**config.mk**
```make
export PLATFORM = sky130hd
export DESIGN_NAME = matrix_scan_driver
export DESIGN_NICKNAME = d
export VERILOG_FILES = /design/src/rtl/matrix_pkg.sv /design/src/rtl/matrix_frame_buffer.sv /design/src/rtl/matrix_scan_driver.sv
export SDC_FILE = /design/constraint.sdc
export NUM_CORES = 1
export LEC_CHECK = 0
export ABC_CLOCK_PERIOD_IN_PS = 4600
export BUFFER_PORTS_ARGS = -buffer_cell sky130_fd_sc_hd__buf_2
export CORE_MARGIN = 2
export CORE_UTILIZATION = 45
export DETAILED_ROUTE_END_ITERATION = 6
export PLACE_DENSITY = 0.68
export SYNTH_ARGS = -nofsm -noshare
export SYNTH_HDL_FRONTEND = slang
export SYNTH_HIERARCHICAL = 1
export SYNTH_SLANG_ARGS = --single-unit
export TNS_END_PERCENT = 30
```
**constraint.sdc**
```tcl
create_clock -name CLK -period 4.6 [get_ports CLK]
set_input_delay 0.46 -clock CLK [delete_from_list [all_inputs] [get_ports CLK]]
set_output_delay 0.46 -clock CLK [all_outputs]
set_load 0.05 [all_outputs]
```
**src/rtl/matrix_pkg.sv**
```systemverilog
// Shared types, constants and size helpers for the LED matrix column-scan driver.
package matrix_pkg;

  // Scan phase of the column driver.
  typedef enum logic [1:0] {
    IDLE  = 2'd0,
    DRIVE = 2'd1,
    BLANK = 2'd2
  } scan_state_t;

  // Row level driven while a column is blanked; replicate to ROWS bits.
  localparam logic BLANK_LEVEL = 1'b0;

  // Total number of columns across the whole panel chain.
  function automatic int calc_total(input int panels, input int cols_per_panel);
    return panels * cols_per_panel;
  endfunction

  // Column address width; at least one bit so single-column builds stay legal.
  function automatic int calc_aw(input int total);
    return (total > 1) ? $clog2(total) : 1;
  endfunction

endpackage

```
**src/rtl/matrix_frame_buffer.sv**
```systemverilog
// Two-bank frame store: host side writes the back bank, scan side reads the front bank.
// Bank select toggles on i_swap; reads use the post-swap bank so a swap and the
// first column of the new frame line up on the same clock edge.
module matrix_frame_buffer #(
  parameter int ROWS = 16,
  parameter int AW   = 3
) (
  input  logic            i_clk,
  input  logic            i_rst,
  input  logic            i_swap,
  input  logic            i_we,
  input  logic [AW-1:0]   i_wr_addr,
  input  logic [ROWS-1:0] i_wr_data,
  input  logic [AW-1:0]   i_rd_addr,
  output logic [ROWS-1:0] o_rd_data
);

  localparam int DEPTH = 2 ** (AW + 1);

  logic [ROWS-1:0] r_mem [0:DEPTH-1];
  logic [ROWS-1:0] r_rd_data;
  logic            r_front;
  logic            w_front_next;
  logic [AW:0]     w_wr_full;
  logic [AW:0]     w_rd_full;

  assign w_front_next = r_front ^ i_swap;
  // Writes always land in the bank that is back *before* this edge's swap.
  assign w_wr_full    = {~r_front, i_wr_addr};
  assign w_rd_full    = {w_front_next, i_rd_addr};
  assign o_rd_data    = r_rd_data;

  // Front bank select register.
  always_ff @(posedge i_clk or posedge i_rst) begin
    if (i_rst) begin
      r_front <= 1'b0;
    end else begin
      r_front <= w_front_next;
    end
  end

  // Block RAM with registered read; a write into the bank being swapped in is
  // forwarded so it is displayed immediately.
  always_ff @(posedge i_clk) begin
    if (i_we) begin
      r_mem[w_wr_full] <= i_wr_data;
    end
    if (i_we && (w_wr_full == w_rd_full)) begin
      r_rd_data <= i_wr_data;
    end else begin
      r_rd_data <= r_mem[w_rd_full];
    end
  end

endmodule

```
**src/rtl/matrix_scan_driver.sv**
```systemverilog
// Column-scan driver for chained LED dot-matrix panels with double buffering,
// frame-synchronous bank swap, horizontal scroll and a back-bank clear engine.
module matrix_scan_driver
  import matrix_pkg::*;
#(
  parameter int ROWS           = 16,
  parameter int COLS_PER_PANEL = 8,
  parameter int PANELS         = 4,
  parameter int DIV            = 1024,
  parameter int SCROLL_DIV     = 8,
  localparam int TOTAL         = calc_total(PANELS, COLS_PER_PANEL),
  localparam int AW            = calc_aw(TOTAL)
) (
  input  logic              CLK,
  input  logic              RESET,
  input  logic              wr_en,
  input  logic [AW-1:0]     wr_addr,
  input  logic [ROWS-1:0]   wr_data,
  input  logic              swap_req,
  input  logic              clr_req,
  input  logic              scroll_en,
  input  logic              IN_CLR,
  output logic [ROWS-1:0]   row_data,
  output logic [PANELS-1:0] panel_strobe_n,
  output logic              COLUMN_CLK,
  output logic              OUT_CLR,
  output logic              frame_end,
  output logic              swap_pending,
  output logic              clr_busy
);

  localparam int DW = $clog2(DIV);
  localparam int FW = $clog2(SCROLL_DIV + 1);
  localparam logic [AW-1:0] LAST_COL = AW'(TOTAL - 1);

  scan_state_t     r_state;
  scan_state_t     w_state_next;
  logic [DW-1:0]   r_div_cnt;
  logic            w_tick;
  logic [AW-1:0]   r_col_idx;
  logic [AW-1:0]   w_col_next;
  logic [AW-1:0]   r_offset;
  logic [AW-1:0]   w_offset_next;
  logic [FW-1:0]   r_frame_cnt;
  logic            w_enter_drive;
  logic            w_frame_edge;
  logic            w_scroll_wrap;
  logic            w_swap;
  logic            r_swap_pending;
  logic            r_clr_busy;
  logic [AW-1:0]   r_clr_addr;
  logic            r_column_clk;
  logic            r_frame_end;
  logic [AW:0]     w_sum;
  logic [AW:0]     w_sum_wrapped;
  logic [AW-1:0]   w_rd_addr;
  logic            w_wr_ok;
  logic            w_we;
  logic [AW-1:0]   w_wa;
  logic [ROWS-1:0] w_wd;
  logic [ROWS-1:0] w_rd_data;

  assign w_tick = (r_div_cnt == DW'(DIV - 1));

  // Scan phase divider: one tick every DIV clocks.
  always_ff @(posedge CLK or posedge RESET) begin
    if (RESET) begin
      r_div_cnt <= '0;
    end else begin
      r_div_cnt <= w_tick ? '0 : r_div_cnt + DW'(1);
    end
  end

  // Scan state register.
  always_ff @(posedge CLK or posedge RESET) begin
    if (RESET) begin
      r_state <= IDLE;
    end else begin
      r_state <= w_state_next;
    end
  end

  // Next scan phase plus the drive-entry and frame-boundary strobes.
  always_comb begin
    w_state_next  = r_state;
    w_enter_drive = 1'b0;
    w_frame_edge  = 1'b0;
    if (w_tick) begin
      case (r_state)
        IDLE: begin
          w_state_next  = DRIVE;
          w_enter_drive = 1'b1;
        end
        DRIVE: begin
          w_state_next = BLANK;
        end
        BLANK: begin
          w_state_next  = DRIVE;
          w_enter_drive = 1'b1;
          w_frame_edge  = (r_col_idx == LAST_COL);
        end
        default: begin
          w_state_next = IDLE;
        end
      endcase
    end
  end

  assign w_col_next    = (w_tick && (r_state == BLANK))
                         ? ((r_col_idx == LAST_COL) ? '0 : r_col_idx + AW'(1))
                         : r_col_idx;
  assign w_scroll_wrap = w_frame_edge && scroll_en && (r_frame_cnt == FW'(SCROLL_DIV - 1));
  assign w_offset_next = w_scroll_wrap
                         ? ((r_offset == LAST_COL) ? '0 : r_offset + AW'(1))
                         : r_offset;
  // A pending swap waits while the clear engine still owns the back bank.
  assign w_swap        = w_frame_edge && r_swap_pending && !r_clr_busy;

  // Column index, scroll offset and scroll frame counter.
  always_ff @(posedge CLK or posedge RESET) begin
    if (RESET) begin
      r_col_idx   <= '0;
      r_offset    <= '0;
      r_frame_cnt <= '0;
    end else begin
      r_col_idx <= w_col_next;
      r_offset  <= w_offset_next;
      if (w_frame_edge && scroll_en) begin
        r_frame_cnt <= (r_frame_cnt == FW'(SCROLL_DIV - 1)) ? '0 : r_frame_cnt + FW'(1);
      end
    end
  end

  // Swap request latch; cleared when the swap is applied at a frame boundary.
  always_ff @(posedge CLK or posedge RESET) begin
    if (RESET) begin
      r_swap_pending <= 1'b0;
    end else if (w_swap) begin
      r_swap_pending <= swap_req;
    end else begin
      r_swap_pending <= r_swap_pending | swap_req;
    end
  end

  // Clear engine: zero one back-bank address per clock.
  always_ff @(posedge CLK or posedge RESET) begin
    if (RESET) begin
      r_clr_busy <= 1'b0;
      r_clr_addr <= '0;
    end else if (r_clr_busy) begin
      if (r_clr_addr == LAST_COL) begin
        r_clr_busy <= 1'b0;
      end
      r_clr_addr <= r_clr_addr + AW'(1);
    end else if (clr_req) begin
      r_clr_busy <= 1'b1;
      r_clr_addr <= '0;
    end
  end

  // One-cycle column advance and frame-end pulses.
  always_ff @(posedge CLK or posedge RESET) begin
    if (RESET) begin
      r_column_clk <= 1'b0;
      r_frame_end  <= 1'b0;
    end else begin
      r_column_clk <= w_enter_drive;
      r_frame_end  <= w_frame_edge;
    end
  end

  // Read address uses the post-edge column and offset so data and state align.
  assign w_sum         = {1'b0, w_col_next} + {1'b0, w_offset_next};
  assign w_sum_wrapped = (w_sum >= (AW + 1)'(TOTAL)) ? w_sum - (AW + 1)'(TOTAL) : w_sum;
  assign w_rd_addr     = w_sum_wrapped[AW-1:0];

  assign w_wr_ok = wr_en && !r_clr_busy && (32'(wr_addr) < 32'(TOTAL));
  assign w_we    = r_clr_busy | w_wr_ok;
  assign w_wa    = r_clr_busy ? r_clr_addr : wr_addr;
  assign w_wd    = r_clr_busy ? {ROWS{BLANK_LEVEL}} : wr_data;

  matrix_frame_buffer #(
    .ROWS (ROWS),
    .AW   (AW)
  ) u_frame_buffer (
    .i_clk     (CLK),
    .i_rst     (RESET),
    .i_swap    (w_swap),
    .i_we      (w_we),
    .i_wr_addr (w_wa),
    .i_wr_data (w_wd),
    .i_rd_addr (w_rd_addr),
    .o_rd_data (w_rd_data)
  );

  assign row_data     = (r_state == DRIVE) ? w_rd_data : {ROWS{BLANK_LEVEL}};
  assign COLUMN_CLK   = r_column_clk;
  assign frame_end    = r_frame_end;
  assign swap_pending = r_swap_pending;
  assign clr_busy     = r_clr_busy;
  assign OUT_CLR      = IN_CLR | RESET;

  // Panel-start strobe: low while driving the first column of that panel.
  for (genvar gi = 0; gi < PANELS; gi++) begin : g_strobe
    assign panel_strobe_n[gi] = !((r_state == DRIVE) &&
                                  (r_col_idx == AW'(gi * COLS_PER_PANEL)));
  end

endmodule

```
==> results.sh, run 1 <==
export IMPL_run_status="finished clean"
export IMPL_postSynthAreaPerCell_sq_um=21.2
export IMPL_synth_seq_area_share_pct=76.6
export IMPL_per_cell_via_count_in_the_routed_design=5.99
export IMPL_drv_slew=0
export IMPL_clk_root_buffer_cell="sky130_fd_sc_hd__clkbuf_16"
export IMPL_worstRegToRegCells=14
export IMPL_n_antenna_cell=0
export IMPL_post_route_min_period_ns=4.51
export IMPL_top_count_cell_post_synth="sky130_fd_sc_hd__edfxtp_1"
export IMPL_clock_tree_buffer_depth=3
export IMPL_total_power_mw=21.0
export IMPL_leading_cell_types_by_total_area_after_synthesis="sky130_fd_sc_hd__edfxtp_1 74%, sky130_fd_sc_hd__mux4_2 13%, sky130_fd_sc_hd__dfrtp_1 2.2%, sky130_fd_sc_hd__o22ai_1 0.92%, sky130_fd_sc_hd__mux2i_1 0.89%"
export IMPL_maxCapViolCount=0
export IMPL_final_hold_viol_count=0
export IMPL_drc=0
export IMPL_placedCellCount=3211
export IMPL_clock_skew_final_ns=0.0182
export IMPL_grt_pass1_wl_microns=142000
export IMPL_setup_violations=0
export IMPL_pin_count_of_the_biggest_net_entering_global_routing=69
export IMPL_unrepaired_setup_endpoints_after_global_routing="false"
export IMPL_cts_resized=0
export IMPL_synth_net_count=2001
export IMPL_fp_dieArea_sq_um=94600
export IMPL_synthFlopType="sky130_fd_sc_hd__edfxtp_1"
export IMPL_clk_insertion_delay_late_ns=0.67
export IMPL_fraction_of_synthesized_cell_area_taken_by_the_top_area_cell_type_pct=74.1
export IMPL_worst_slew_pin_transition_ns=1.18
export IMPL_ir_drop_mv=0.336
export IMPL_yosysWarningCount=6
export IMPL_gp_congestion=0.839
export IMPL_timing_slew_headroom_pct=20.8
export IMPL_top_level_ports=53
export IMPL_netlist_area_sq_um=41500
export IMPL_die_w_microns=308
export IMPL_crit_required_ns=4.14
export IMPL_synth_seq_cells=1066
export IMPL_worst_setup_hold_path_clk_slew_ns=0.06
export IMPL_drt_first_pass_iters=5
export IMPL_die_h_microns=308
export IMPL_gr_total_overflow=0
export IMPL_cts_sinks=1066
export IMPL_initial_utilization_pct=45.3
export IMPL_dp_hpwl_microns=59500
export IMPL_layout_area_overhead_vs_synth_pct=13.5
export IMPL_fmax_mhz=222
export IMPL_cell_rows=111
export IMPL_holdWs_ns=0.0639
export IMPL_first_iter_violations=2598
export IMPL_startpoint_type="flip-flop"
export IMPL_hold_start="clr_req"
export IMPL_layout_nets=2174
export IMPL_routed_wire_length_per_instance_microns=28.6
export IMPL_tritoncts="yes"
export IMPL_final_wl_microns=97100
export IMPL_reg2reg_start="r_col_idx[0]"
export IMPL_crit_fanout=16
export IMPL_cts_made_buffers=102
export IMPL_fin_cells=3399
export IMPL_static_leakage_power_nw=15.0
export IMPL_antenna_violating_nets_post_route=0
export IMPL_drive_above_1_share_pct=27.8
export IMPL_powerDensity_nw_per_um2=446
export IMPL_gate_count_post_synth=1958
export IMPL_reg2reg_slack_ns=1.12
export IMPL_synth_async_sr_flop_share_pct=3.38
export IMPL_cp_end_kind="primary output"
export IMPL_setup_tns_ns=0
export IMPL_synth_edff_count=1024
export IMPL_first_global_vias=20400
export IMPL_min_period_over_period_pct=98.1
export IMPL_globalRouteTotalUtil_pct=20.7
export IMPL_holdCritPathClass="in2reg"
export IMPL_criticalPathCategory="reg2out"
export IMPL_detailroute_via_count=20400
export IMPL_core_area_sq_um=91500
export IMPL_timing_critical_path_arrival_ns=4.05
export IMPL_ctsHtreeMaxLevel=3
export IMPL_grt_antenna_before_repair=1
export IMPL_yosys_top_cells_count="1024 x sky130_fd_sc_hd__edfxtp_1, 241 x sky130_fd_sc_hd__mux4_2, 75 x sky130_fd_sc_hd__nor2_1"
export IMPL_post_synth_num_cell_types=61
export IMPL_port_buffers=52
export IMPL_synth_top_cell_by_area="sky130_fd_sc_hd__edfxtp_1"
export IMPL_setup_worst_path_end="row_data[10]"
==> cell usage in the layout (no fill, tap or decap), types with 4 or more instances in the layout <==
cell type,n
sky130_fd_sc_hd__o211ai_1,30
sky130_fd_sc_hd__xor2_1,10
sky130_fd_sc_hd__edfxtp_1,1024
sky130_fd_sc_hd__ha_1,14
sky130_fd_sc_hd__and2_1,17
sky130_fd_sc_hd__clkinv_2,15
sky130_fd_sc_hd__nor2b_1,8
sky130_fd_sc_hd__o22ai_1,61
sky130_fd_sc_hd__nor3_1,4
sky130_fd_sc_hd__a22o_1,15
sky130_fd_sc_hd__nor4_1,16
sky130_fd_sc_hd__o2bb2ai_1,14
sky130_fd_sc_hd__clkinvlp_4,4
sky130_fd_sc_hd__a22oi_1,16
sky130_fd_sc_hd__bufinv_16,7
sky130_fd_sc_hd__nor2b_4,16
sky130_fd_sc_hd__nand3_1,16
sky130_fd_sc_hd__mux4_2,241
sky130_fd_sc_hd__nand3b_1,8
sky130_fd_sc_hd__buf_4,110
sky130_fd_sc_hd__xnor2_1,4
sky130_fd_sc_hd__dfrtp_1,35
sky130_fd_sc_hd__and3_1,4
sky130_fd_sc_hd__mux2_2,26
sky130_fd_sc_hd__nand4_1,5
sky130_fd_sc_hd__a21oi_1,17
sky130_fd_sc_hd__nand2b_1,23
sky130_fd_sc_hd__a211oi_1,15
sky130_fd_sc_hd__clkbuf_16,103
sky130_fd_sc_hd__mux2i_1,37
sky130_fd_sc_hd__buf_12,9
sky130_fd_sc_hd__o21ai_0,14
sky130_fd_sc_hd__clkinv_1,22
sky130_fd_sc_hd__inv_1,8
sky130_fd_sc_hd__buf_2,52
sky130_fd_sc_hd__nand2_1,33
sky130_fd_sc_hd__clkbuf_1,26
sky130_fd_sc_hd__nor2_1,75
==> worst min-delay path by stage <==
stage                                         to  slack [ns]  cells after the start
final                              r_clr_addr[4]        0.06                      2
after global routing               r_clr_addr[1]        0.06                      2
after CTS                          r_clr_addr[1]        0.03                      2
after detailed placement  u_frame_buffer/r_front        0.38                      2
after global placement    u_frame_buffer/r_front        0.37                      2
after floorplan           u_frame_buffer/r_front        0.19                      1
==> sequential cells by signal, summed over array words and instances (netlist names), named ones only <==
| register | flops |
|---|---|
| r_state | 2 |
| u_frame_buffer/r_front | 1 |
| clr_busy | 1 |
| r_frame_cnt | 4 |
| swap_pending | 1 |
| r_offset | 5 |
| r_clr_addr | 5 |
| frame_end | 1 |
| u_frame_buffer/r_mem | 1024 |
| COLUMN_CLK | 1 |
| r_col_idx | 5 |
| r_div_cnt | 10 |
==> metal layers <==
| layer | wire, microns | share of wire, % | GRT usage (%) |
|---|---|---|---|
| met1 | 38300 | 39 | 28.2 |
| met4 | 3170 | 3.3 | 7.29 |
| met5 | 13 | 0.013 | 0 |
| met2 | 48400 | 50 | 34.0 |
| met3 | 7290 | 7.5 | 3.34 |
==> stage by stage <==
| stage | setup slack (ns) | area (sq um) | utilization (%) |
|---|---|---|---|
| detailed placement | 1.01 | 43800 | 47.9 |
| global placement | 1.01 | 43800 | 47.9 |
| global route | 0.174 | 47100 | 51.4 |
| floorplan | 0.971 | 41500 | - |
| CTS | 0.304 | 47100 | 51.4 |
| finish | 0.0853 | 47100 | 51.4 |
==> critical path, stage by stage, from the launching register on <==
cell and delay, ns:
sky130_fd_sc_hd__dfxtp_2 0.51, sky130_fd_sc_hd__nand3b_1 0.85, sky130_fd_sc_hd__o22ai_1 0.47, sky130_fd_sc_hd__nor4_1 0.89, sky130_fd_sc_hd__a22o_1 0.25, sky130_fd_sc_hd__and2_1 0.14
sky130_fd_sc_hd__buf_2 0.26
==> report_power, final <==
part,switching (mW),internal [mW]
Combinational,1.10,0.352
Sequential,0.157,11.3
Clock,3.52,4.54
Total,4.78,16.2
==> final cells by class <==
cell class                 instances  area (sq um)
timing repair buffer             173          1290
tap                             1186          1480
inverter                           9          47.5
multi-input combinational        779          9270
clock buffer                     130          2690
fill                            6952         44500
clock inverter                    56           508
sequential                      1066         31800
==> repair_timing <==
action,in CTS,in global routing
buffers inserted,0,0
endpoints found under the hold margin,37,0
hold buffers,2,0
endpoints found under the setup margin,0,0
==> cells by family (layout without fill, tap and decap cells) <==
kind of cell               count (synthesis)  after routing  synth area share (%)
DFF                                     1066           1066                  76.6
muxes                                    305            305                  14.7
buffers and inverters                    113            368                  1.39
and+or+nand+nor                          251            251                  3.31
AOI/OAI and AO/OA                        194            194                  3.21
xor gates and xnor gates                  14             14                 0.296
adders and majority gates                 15             15                 0.471
No activity file was read; power rests on OpenSTA's default activity.
==> run 2: changes to the inputs <==
--- a/config.mk
+++ b/config.mk
@@ -11,6 +11,7 @@
 export CORE_UTILIZATION = 45
 export DETAILED_ROUTE_END_ITERATION = 6
 export PLACE_DENSITY = 0.68
+export REMOVE_ABC_BUFFERS = 1
 export SYNTH_ARGS = -nofsm -noshare
 export SYNTH_HDL_FRONTEND = slang
 export SYNTH_HIERARCHICAL = 1
==> results.sh, run 2 (synthesis gave the netlist of run 1 again) <==
export IMPL_globalRouteTotalUtil_pct=21.4
export IMPL_holdWs_ns=0.0451
export IMPL_regMostFlops="u_frame_buffer/r_mem"
export IMPL_timing_critical_path_slowest_stage_cell="sky130_fd_sc_hd__a211oi_1"
export IMPL_timing_slew_headroom_pct=11.8
export IMPL_path_cells="buf_4, buf_4, mux2_2, o2bb2ai_1, a211oi_1, a21oi_1, a22o_1, and2_1, buf_2"
export IMPL_fill_cells=6974
export IMPL_fin_cells=3400
export IMPL_first_iter_violations=2714
export IMPL_post_cts_setup_buffers=0
export IMPL_cts_resized=0
export IMPL_crit_path_frequent_cell="sky130_fd_sc_hd__buf_4"
export IMPL_die_h_microns=308
export IMPL_layout_area_overhead_vs_synth_pct=13.8
export IMPL_power_frac_comb_pct=7.2
export IMPL_run_status="finished clean"
export IMPL_crit_fanout=28
export IMPL_largest_register_ffs=1024
export IMPL_tritoncts="yes"
export IMPL_clk_insertion_delay_late_ns=0.68
export IMPL_port_buffers=52
export IMPL_criticalPathCategory="reg2out"
export IMPL_placedCellCount=3210
export IMPL_seq_power_share_pct=53.6
export IMPL_final_hold_viol_count=0
export IMPL_layout_commonest_cell="sky130_fd_sc_hd__edfxtp_1"
export IMPL_first_global_vias=20300
export IMPL_drc=0
export IMPL_layout_nets=2172
export IMPL_clk_root_buffer_cell="sky130_fd_sc_hd__clkbuf_16"
export IMPL_min_period_over_period_pct=95.3
export IMPL_unrepaired_setup_endpoints_after_global_routing="false"
export IMPL_gp_congestion=0.910
export IMPL_post_route_min_period_ns=4.39
export IMPL_cts_made_buffers=101
export IMPL_die_w_microns=308
export IMPL_pin_count_of_the_biggest_net_entering_global_routing=73
export IMPL_cp_end_kind="primary output"
export IMPL_static_leakage_power_nw=15.0
export IMPL_netSwitchingFraction_pct=22.7
export IMPL_switchingPower_mw=4.86
export IMPL_fp_dieArea_sq_um=94600
export IMPL_drive_above_1_share_pct=28.1
export IMPL_worst_setup_hold_path_clk_slew_ns=0.06
export IMPL_detailroute_via_count=20700
export IMPL_crit_required_ns=4.14
export IMPL_powerDensity_nw_per_um2=454
export IMPL_crit_path_max_cell_delay_ns=0.65
export IMPL_gr_total_overflow=0
export IMPL_per_cell_via_count_in_the_routed_design=6.09
export IMPL_setup_tns_ns=0
export IMPL_routed_wire_length_per_instance_microns=29.7
export IMPL_grt_antenna_before_repair=3
export IMPL_ir_drop_mv=0.429
export IMPL_antenna_violating_nets_post_route=0
export IMPL_grt_pass1_wl_microns=146000
export IMPL_internal_power_mw=16.5
export IMPL_initial_utilization_pct=45.3
export IMPL_cts_sinks=1066
export IMPL_clock_skew_final_ns=0.0324
export IMPL_placedInstanceArea_sq_um=43800
export IMPL_drv_slew=0
export IMPL_timing_critical_path_arrival_ns=3.93
export IMPL_finalInstanceArea_sq_um=47200
export IMPL_share_of_power_burned_in_the_clock_network_pct=39.2
export IMPL_maxCapViolCount=0
export IMPL_dp_hpwl_microns=62500
export IMPL_ctsHtreeMaxLevel=3
export IMPL_holdCritPathClass="in2reg"
export IMPL_clock_tree_buffer_depth=3
export IMPL_top_level_ports=53
export IMPL_biggest_regs="u_frame_buffer/r_mem x1024, r_div_cnt x10"
export IMPL_setup_violations=0
export IMPL_startpoint_type="flip-flop"
export IMPL_final_wl_microns=101000
export IMPL_drt_first_pass_iters=5
export IMPL_core_area_sq_um=91500
export IMPL_layout_cells_most_common_list="1024 x sky130_fd_sc_hd__edfxtp_1, 241 x sky130_fd_sc_hd__mux4_2, 109 x sky130_fd_sc_hd__buf_4, 102 x sky130_fd_sc_hd__clkbuf_16, 75 x sky130_fd_sc_hd__nor2_1"
export IMPL_worst_slew_pin_transition_ns=1.32
export IMPL_cell_rows=111
export IMPL_fmax_mhz=228
==> run 2: repair_timing <==
item                                    CTS  global route
hold buffers                              2             0
endpoints found under the setup margin    0             0
endpoints found under the hold margin     7             0
==> run 2: per-layer routing <==
metal	wire length, microns	global-route usage, %	vias to the layer above
li1	-	-	8525
met1	39900	30.2	10900
met2	47500	33.3	1147
met3	10600	5.26	166
met4	2920	6.58	2
met5	11	0	-
==> run 2: path summary, 6_finish.rpt <==
| path | from | end | slack [ns] | cells past startpoint |
|---|---|---|---|---|
| setup / recovery | flip-flop | row_data[3] | 0.21 | 9 |
| hold / removal | clr_req | r_clr_addr[4] | 0.05 | 2 |
| setup reg to reg | r_col_idx[0] | flip-flop | 1.09 | 14 |
| hold reg to reg | r_div_cnt[0] | r_div_cnt[0] | 0.49 | 1 |
| max in group asynchronous | RESET | r_offset[2] | 3.64 | 4 |
| min in group asynchronous | RESET | u_frame_buffer/r_front | 0.20 | 3 |
==> run 2: cell type report <==
class	count	area, sq um	area share [%]
diodes	2	5.00	0.0106
clock buffers	119	2620	5.54
clock inverters	67	724	1.53
inverters	9	47.5	0.101
multi-input cells	779	9270	19.6
flip-flops and latches	1066	31800	67.3
well taps	1186	1480	3.14
repair buffers	172	1280	2.71
==> run 2: worst max-delay path: cells and delay by family (launching register included) <==
kind,cells,cell delay (ns)
mux,1,0.34
buf+inv,3,0.96
simple gates,1,0.18
compound gates,4,1.30
flops,1,0.45
==> run 2: power by group through the flow <==
| stage | Clock [mW] | Combinational (mW) | Sequential [mW] |
|---|---|---|---|
| after floorplan | 0 | 0.733 | 11.6 |
| after global placement | 0 | 1.50 | 11.6 |
| after detailed placement | 0 | 1.53 | 11.7 |
| after CTS | 8.52 | 1.54 | 11.5 |
| after global routing | 8.90 | 1.61 | 11.5 |
| final | 8.40 | 1.55 | 11.5 |
==> run 2: per-stage QoR <==
| step | power (mW) | setup WS (ns) | util (%) |
|---|---|---|---|
| 2_1_floorplan | 12.4 | -8.46 | - |
| 3_3_place_gp | 13.1 | 0.958 | 47.9 |
| 3_5_place_dp | 13.2 | 0.930 | 47.9 |
| 4_1_cts | 21.5 | 0.169 | 51.6 |
| 5_1_grt | 22.0 | 0.0670 | 51.6 |
| 6_report | 21.4 | 0.214 | 51.6 |
==> run 3: changes to the inputs <==
--- a/config.mk
+++ b/config.mk
@@ -8,9 +8,9 @@
 export ABC_CLOCK_PERIOD_IN_PS = 4600
 export BUFFER_PORTS_ARGS = -buffer_cell sky130_fd_sc_hd__buf_2
 export CORE_MARGIN = 2
-export CORE_UTILIZATION = 45
+export CORE_UTILIZATION = 63
 export DETAILED_ROUTE_END_ITERATION = 6
-export PLACE_DENSITY = 0.68
+export PLACE_DENSITY = 0.88
 export REMOVE_ABC_BUFFERS = 1
 export SYNTH_ARGS = -nofsm -noshare
 export SYNTH_HDL_FRONTEND = slang
==> results.sh, run 3 (synthesis gave the netlist of run 1 again) <==
export IMPL_first_iter_violations=4933
export IMPL_layout_nets=2166
export IMPL_timing_critical_path_buf_inv=2
export IMPL_crit_path_max_cell_delay_ns=0.83
export IMPL_drive_above_1_share_pct=27.7
export IMPL_wirelength_met1_microns=36900
export IMPL_timing_slew_headroom_pct=3.51
export IMPL_cts_sinks=1066
export IMPL_initial_utilization_pct=63.3
export IMPL_post_route_min_period_ns=4.63
export IMPL_grt_pass1_wl_microns=168000
export IMPL_met3RoutedLength_microns=18400
export IMPL_first_global_vias=23100
export IMPL_worst_slew_pin_transition_ns=1.45
export IMPL_utilization_pct=71.2
export IMPL_gp_congestion=0.981
export IMPL_run_status="complete, but fails checks"
export IMPL_layout_area_overhead_vs_synth_pct=12.4
export IMPL_crit_fanout=24
export IMPL_final_wl_microns=118000
export IMPL_drc=119
export IMPL_top_signal_layer_used="met5"
export IMPL_placedCellCount=2882
export IMPL_tritoncts="yes"
export IMPL_per_cell_via_count_in_the_routed_design=7.58
export IMPL_min_period_over_period_pct=101
export IMPL_dp_hpwl_microns=62700
export IMPL_worst_setup_hold_path_clk_slew_ns=0.06
export IMPL_layout_commonest_cell="sky130_fd_sc_hd__edfxtp_1"
export IMPL_fmax_mhz=216
export IMPL_clock_skew_final_ns=0.0384
export IMPL_critical_path_top_delay_family="simple AND/OR/NAND/NOR gates"
export IMPL_core_area_sq_um=65500
export IMPL_setup_violations=1
export IMPL_biggest_regs="u_frame_buffer/r_mem x1024, r_div_cnt x10"
export IMPL_violations="design-rule violations, negative setup slack"
export IMPL_hold_start="clr_req"
export IMPL_final_hold_viol_count=0
export IMPL_clk_root_buffer_cell="sky130_fd_sc_hd__clkbuf_16"
export IMPL_powerDensity_nw_per_um2=457
export IMPL_layout_cells_most_common_list="1024 x sky130_fd_sc_hd__edfxtp_1, 241 x sky130_fd_sc_hd__mux4_2, 103 x sky130_fd_sc_hd__buf_4, 102 x sky130_fd_sc_hd__clkbuf_16, 75 x sky130_fd_sc_hd__nor2_1"
export IMPL_die_h_microns=261
export IMPL_timing_critical_path_arrival_ns=4.17
export IMPL_drt_first_pass_iters=7
export IMPL_path_cells="buf_4, nor2_1, nand2_1, o22ai_1, nor4_2, a22o_1, and2_1, buf_2"
export IMPL_reg2reg_start="r_col_idx[0]"
export IMPL_maxCapViolCount=0
export IMPL_fin_cells=3069
export IMPL_crit_required_ns=4.14
export IMPL_startpoint_type="flip-flop"
export IMPL_clock_tree_buffer_depth=3
export IMPL_unrepaired_setup_endpoints_after_global_routing="false"
export IMPL_place_worst_setup_slack_ns=1.05
export IMPL_holdWs_ns=0.0632
export IMPL_ir_drop_mv=0.358
export IMPL_clk_insertion_delay_late_ns=0.67
export IMPL_antenna_violating_nets_post_route=0
export IMPL_fp_dieArea_sq_um=67900
export IMPL_pin_count_of_the_biggest_net_entering_global_routing=74
export IMPL_regMostFlops="u_frame_buffer/r_mem"
export IMPL_routed_wire_length_per_instance_microns=38.5
export IMPL_die_w_microns=261
export IMPL_gr_total_overflow=0
export IMPL_cell_rows=94
export IMPL_top_level_ports=53
export IMPL_static_leakage_power_nw=15.0
export IMPL_criticalPathCategory="reg2out"
export IMPL_wl_met2_microns=54700
export IMPL_port_buffers=52
export IMPL_cts_made_buffers=101
export IMPL_detailroute_via_count=23200
export IMPL_ctsHtreeMaxLevel=3
export IMPL_holdCritPathClass="in2reg"
export IMPL_grt_antenna_before_repair=11
export IMPL_cp_end_kind="primary output"
export IMPL_setup_ws_final_ns=-0.0293
export IMPL_drv_slew=0
export IMPL_globalRouteTotalUtil_pct=35.5
export IMPL_timing_critical_path_slowest_stage_cell="sky130_fd_sc_hd__nor4_2"
export IMPL_largest_register_ffs=1024
[run 3: cell types whose count changed in the layout (fill, tap and decap cells not counted), moves of 6 or more]
cell / delta
sky130_fd_sc_hd__clkbuf_1: +6
sky130_fd_sc_hd__nor4_2: +7
sky130_fd_sc_hd__buf_4: -6
sky130_fd_sc_hd__nor4_1: -7
sky130_fd_sc_hd__bufinv_16: -6
[run 3: final timing paths]
kind                                          end  slack (ns)  cells after the start
setup / recovery                      row_data[4]       -0.03                      8
hold / removal                      r_clr_addr[1]        0.06                      2
setup reg to reg                        flip-flop        0.95                     14
max in group asynchronous             r_offset[4]        3.42                      4
hold reg to reg                     r_clr_addr[3]        0.52                      1
min in group asynchronous  u_frame_buffer/r_front        0.25                      3
[run 3: stage by stage]
stage / area, sq um / total power, mW / setup TNS [ns]
floorplan: 40900 / 12.4 / -135.15
global placement: 43400 / 13.0 / 0
detailed placement: 43400 / 13.1 / 0
CTS: 46600 / 21.2 / 0
global route: 46600 / 21.7 / 0
finish: 46600 / 21.3 / -0.0293
[run 3: power breakdown]
| part | internal, mW | total (mW) | switching [mW] | leakage, nW |
|---|---|---|---|---|
| combinational | 0.354 | 1.60 | 1.24 | 3.38 |
| sequential | 11.3 | 11.5 | 0.207 | 10.0 |
| clock | 4.54 | 8.17 | 3.63 | 1.55 |
| total | 16.2 | 21.3 | 5.08 | 15.0 |
[run 3: what timing repair did]
| action | in CTS | in global routing |
|---|---|---|
| buffers inserted | 0 | 0 |
| resized for setup | 0 | 6 |
| hold buffers | 2 | 0 |
| setup endpoints to repair | 0 | 6 |
| endpoints found under the hold margin | 14 | 0 |
[run 3: worst register-to-register path, delay by kind of cell, from the launching register on]
kind                     cells  cell delay, ns
XOR/XNOR                     2            0.45
AND/OR/NAND/NOR              5            1.02
flip-flops                   1            0.41
AO/OA/AOI/OAI                3            0.43
adder cells (fa/ha/maj)      4            1.21
[run 3: cell type report]
type	instances	area, sq um
clock inverter	58	532
clock buffer	126	2650
fill	3303	18900
antenna	1	2.50
tap	864	1080
sequential	1066	31800
timing repair buffer	166	1230
multi-input combinational	779	9300
inverter	9	47.5
[run 3: layer usage]
metal  up-vias  global-route usage (%)
met4        19                    18.3
met1     11500                    46.0
met3       579                    11.6
li1       8510                       -
met2      2623                    54.8
met5         -                       0
